--- src/rtl/decoder_strobe.sv ---
// decoder_strobe: registered one-of-N active-low decoder with an optional timed-strobe mode
module decoder_strobe #(
  parameter int A_WIDTH      = 4,
  parameter int G_COUNT      = 2,
  parameter int MODE         = 0,
  parameter int PULSE_CYCLES = 4
) (
  input  logic                    clk,
  input  logic                    reset_n,
  input  logic [A_WIDTH-1:0]      a,
  input  logic [G_COUNT-1:0]      g_n,
  input  logic                    start,
  input  logic                    cancel,
  output logic [2**A_WIDTH-1:0]   y_n,
  output logic                    busy
);
  localparam int N  = 2**A_WIDTH;
  localparam int CW = PULSE_CYCLES > 1 ? $clog2(PULSE_CYCLES) : 1;
  localparam logic [CW-1:0] LOAD = CW'(PULSE_CYCLES - 1);
  typedef enum logic [1:0] {IDLE, STROBE, RECOVER} state_t;
  state_t state, state_d;
  logic [CW-1:0] cnt, cnt_d;
  logic [A_WIDTH-1:0] addr, addr_d;
  logic [N-1:0] y_d;
  logic gated, go, done;
  assign gated = ~|g_n;
  assign done  = cnt == '0 || cancel;
  // a start sampled at the end of the recovery cycle is accepted, so recovery still shows one all-high cycle
  assign go    = MODE != 0 && start && gated && state != STROBE;
  always_comb begin
    state_d = state;
    cnt_d   = cnt;
    addr_d  = addr;
    if (go) begin
      state_d = STROBE;
      cnt_d   = LOAD;
      addr_d  = a;
    end else if (state == STROBE) begin
      state_d = done ? RECOVER : STROBE;
      cnt_d   = done ? cnt : cnt - CW'(1);
    end else if (state == RECOVER) begin
      state_d = IDLE;
    end
    y_d = MODE != 0 ? (state_d == STROBE ? ~(N'(1) << addr_d) : '1)
                    : (gated ? ~(N'(1) << a) : '1);
  end
  always_ff @(posedge clk or negedge reset_n) begin
    if (!reset_n) begin
      state <= IDLE;
      cnt   <= '0;
      addr  <= '0;
      y_n   <= '1;
      busy  <= 1'b0;
    end else begin
      state <= state_d;
      cnt   <= cnt_d;
      addr  <= addr_d;
      y_n   <= y_d;
      busy  <= state_d != IDLE;
    end
  end
endmodule
--- config.mk ---
export PLATFORM = sky130hd
export DESIGN_NAME = decoder_strobe
export DESIGN_NICKNAME = d
export VERILOG_FILES = /design/src/rtl/decoder_strobe.sv
export SDC_FILE = /design/constraint.sdc
export NUM_CORES = 1
export LEC_CHECK = 0
export ABC_AREA = 1
export BUFFER_PORTS_ARGS = -buffer_cell sky130_fd_sc_hd__buf_4
export CAP_MARGIN = 20
export CORE_MARGIN = 2
export CORE_UTILIZATION = 23
export CTS_CLUSTER_SIZE = 8
export DETAILED_ROUTE_END_ITERATION = 7
export PLACE_DENSITY_LB_ADDON = 0.3
export RECOVER_POWER = 100
export SETUP_SLACK_MARGIN = 0.2
export SYNTH_ARGS = -nofsm -noshare
export SYNTH_HDL_FRONTEND = slang
export SYNTH_SLANG_ARGS = --single-unit
--- constraint.sdc ---
create_clock -name clk -period 2.71 [get_ports clk]
set_input_delay 0.813 -clock clk [delete_from_list [all_inputs] [get_ports clk]]
set_output_delay 0.813 -clock clk [all_outputs]
set_load 0.02 [all_outputs]
Yosys cells after proc, flatten, opt, wreduce, memory -nomap -nowiden
Index checks and enable logic that the tools add are counted.

Flip-flop bits (word level): 21. Input bits: 10. Output and inout port bits: 17. Logic and storage cells: 19.

$add $sub $neg: 1. Equal/unequal tests: 2. Shift operators: 1. Muxes and demuxes: 4. Bitwise gates (word level): 2. Reduce and logical (&&, ||, !) cells: 5.

Operator list (number): 16-bit 2-to-1 mux (1); 16-bit inverter (1); 1-bit by 4-bit left shift with 16-bit output, first input constant (1); 2-bit 2-to-1 mux (3); 2-bit by 1-bit equality test with 1-bit output, second input constant (1); 2-bit equality test, second input constant (1); 2-bit zero test (1); 2-bit AND reduction (1); 2-bit nonzero test (1); 2-bit OR reduction (1); 2-bit by 1-bit subtractor with 2-bit output, second input constant (1); 1-bit logical OR (1); 1-bit inverter (1).

Longest topological paths before layout
Depth after elaboration: 5. Gate-level depth with buffers: 6. Depth with buffers taken out: 6.

Worst setup path before layout
Ideal clock, no wire load.

Path kind: reg2out. From: reg y_n[0]. To: out y_n[0]. Arrival time: 0.554 ns. Data required time: 1.897 ns. Slack: 1.343 ns. Cell stages (with the launch flop): 1. Buffers on the path: 0. Cells stage by stage: dfstp_2.

RTL lines: start, declared (line 14) `output logic [2**A_WIDTH-1:0] y_n,`; start signal, assigned (line 58) `y_n <= y_d;`.

No word-level cell between the ends.

Worst setup path after layout
From: reg y_n[10]. To: out y_n[10].

No word-level cell between the ends.

==> flow_summary.yaml <==
synthesis:
  synth-xor-area-share: 0
  synth-seq-cells: 21
  synthTopCellsByArea: "dfstp_2 (53%), dfrtp_1 (16%), nand2_1 (9.9%)"
  synthAdderAreaFrac: 0.0158
  netlist_area_um2: 793
  synth_top_family_by_area: "simple AND/OR/NAND/NOR gates"
  muxShareOfSynthArea: 0
  synthesis.nets: 81
  ys_seq_area_frac: 0.688
  yosysWarnings: 0
  synth_compound_area_frac: 0.0126
  yosys.area_share.simple: 0.237
  synth_top_area_frac: 0.530
  yosysTopAreaCell: "dfstp_2"
  netlist_instances: 70
  yosys.cell_types.count: 15
  post_synth.cell_area_avg_um2: 11.3
placed_design:
  dpl.hpwl_um: 1100
  routabilityCongestion: 0.703
  numPortBuffers: 25
  dp_cells: 140
  pre_cts_slack_ns: 1.15
sta:
  finalMaxSlewViolations: 0
  rsz0062_at_grt: "no"
  setup_tns_ns: 0
  period_minus_slack_ns: 1.87
  post-route-period-util: 0.688
  finClkSkew_ns: 0.00121
  timing.final.ws_setup_ns: 0.845
  worst_pin_slew_ns: 1.01
  hold_viol_final: 0
  fmax_mhz: 536
  maxSlewHeadroom: 0.325
  finalSetupViolCount: 0
setup_path:
  cp-start-kind: "register"
  worstPathMaxFanout: 1
  path_class: "reg2out"
  crit_slowest_cell: "dfstp_2"
  worst_path_largest_cell_delay_ns: 0.54
  required_ns: 1.90
  cp_cell_sequence: "clkbuf_1"
  critPathBufInv: 1
  arrival_ns: 1.05
  endpoint_kind: "output port"
  path_delay_family: "flip-flops"
routing:
  drt_first_pass_iters: 4
  post_drt_wl_per_cell_um: 9.41
  avgViaCountPerCell: 3.69
  vias: 531
  drc: 0
  drt-total-wl_um: 1360
  initialDrtViolationCount: 10
  detail-route-antenna-nets: 0
global_routing:
  grt_remaining_overflow: 0
  antenna_found_initial: 0
  grt_pass1_vias: 566
  grt_first_pass_wirelength_um: 2280
  grt.total_usage: 0.0746
  grt_max_degree: 22
clocking:
  cts_tree: "yes"
  cts.clk_slew.worst_paths_ns: 0.10
  cts.repair.resized: 0
  clkSinkCount: 21
  htreeDepth: 1
  post-cts-setup-buffer-count: 0
  clk_latency_ns: 0.29
  cts_buffer_depth: 2
  cts-hold-fix-buffers: 0
  cts_buffers: 3
  root_buffer: "clkbuf_4"
die:
  die_w_um: 62.7
  start_util: 0.238
  coreArea_um2: 3340
  die_h_um: 62.7
  die_area_um2: 3930
  pin_count: 27
  fp-row-count: 21
cells_and_area:
  final_cell_mix: "nand2_1 (21), clkbuf_1 (19), dfstp_2 (16)"
  final_common_cell: "nand2_1"
  drive_gt1_frac: 0.337
  final_util: 0.292
  areaGrowthSynthToFinish_pct: 23.0
  layout.nets: 110
  antenna_cells: 0
  stdcell_count: 144
power:
  p_per_area_nw_per_um2: 504
  p_leak_nw: 0.380
  vdd_ir_drop_max_mv: 0.112
run:
  drv_cap: 0
min_path:
  hold_path.class: "reg2reg"
status:
  status: "complete, no violations"
==> metrics by stage <==
step / area (um^2) / power, W / hold slack [ns]
3_3_place_gp: 1030 / 0.000365 / 0.366
4_1_cts: 1060 / 0.000506 / 0.381
2_1_floorplan: 793 / 0.000341 / 0.429
3_5_place_dp: 1030 / 0.000366 / 0.366
6_report: 976 / 0.000492 / 0.388
5_1_grt: 976 / 0.000518 / 0.405
==> routing by layer <==
layer	GRT usage	vias up	routed length, um
met5	0	-	0
met3	0.0216	4	78
met2	0.126	18	633
met1	0.0874	238	623
met4	0.0333	0	19
li1	-	271	-
==> flip-flops by register name, summed over array words and instances, names as in the netlist <==
signal / count
busy: 1
cnt: 2
y_n: 16
state: 2
==> layout make-up <==
| cell class | count | area (um^2) |
|---|---|---|
| Sequential cell | 21 | 546 |
| Timing Repair Buffer | 25 | 120 |
| Multi-Input combinational cell | 39 | 193 |
| Fill cell | 380 | 2360 |
| Clock buffer | 4 | 26.3 |
| Tap cell | 46 | 57.6 |
| Inverter | 9 | 33.8 |
==> synthesized netlist by cell type <==
library cell and instances:
inv_1 6, clkbuf_1 1, inv_2 3, nand3_1 2, nor3_2 4, o21ai_0 1
dfstp_2 16, dfrtp_1 5, ha_1 1, nor2_4 2, or2_4 1, a21oi_1 1
nor2_1 2, nand2_1 21, nor3_1 4
==> cells by family (layout without fill, tap and decap cells) <==
| group | after synthesis | in the layout |
|---|---|---|
| simple gates | 36 | 36 |
| flops | 21 | 21 |
| buf+inv | 10 | 38 |
| compound gates | 2 | 2 |
| fa+ha+maj | 1 | 1 |
==> worst paths after layout <==
| path | endpoint | slack, ns | cells after the start | startpoint |
|---|---|---|---|---|
| worst max-delay path | y_n[10] | 0.84 | 1 | y_n[10]$_DFF_PN1_ |
| worst min-delay path | busy$_DFF_PN0_ | 0.39 | 0 | state[0]$_DFF_PN0_ |
| worst max register to register | cnt[1]$_DFFE_PN0P_ | 1.55 | 6 | cnt[0]$_DFFE_PN0P_ |
| worst min register to register | busy$_DFF_PN0_ | 0.39 | 0 | state[0]$_DFF_PN0_ |
| max in group asynchronous | cnt[1]$_DFFE_PN0P_ | 1.44 | 1 | reset_n |
| min in group asynchronous | busy$_DFF_PN0_ | 0.67 | 1 | reset_n |
==> report_power, final <==
part           switching, W  internal [W]  total [W]
Combinational     0.0000231     0.0000116  0.0000347
Clock             0.0000811     0.0000572   0.000138
Sequential      0.000000661      0.000318   0.000319
Total              0.000105      0.000387   0.000492
Note: power is estimated with default switching activity, not from simulation.
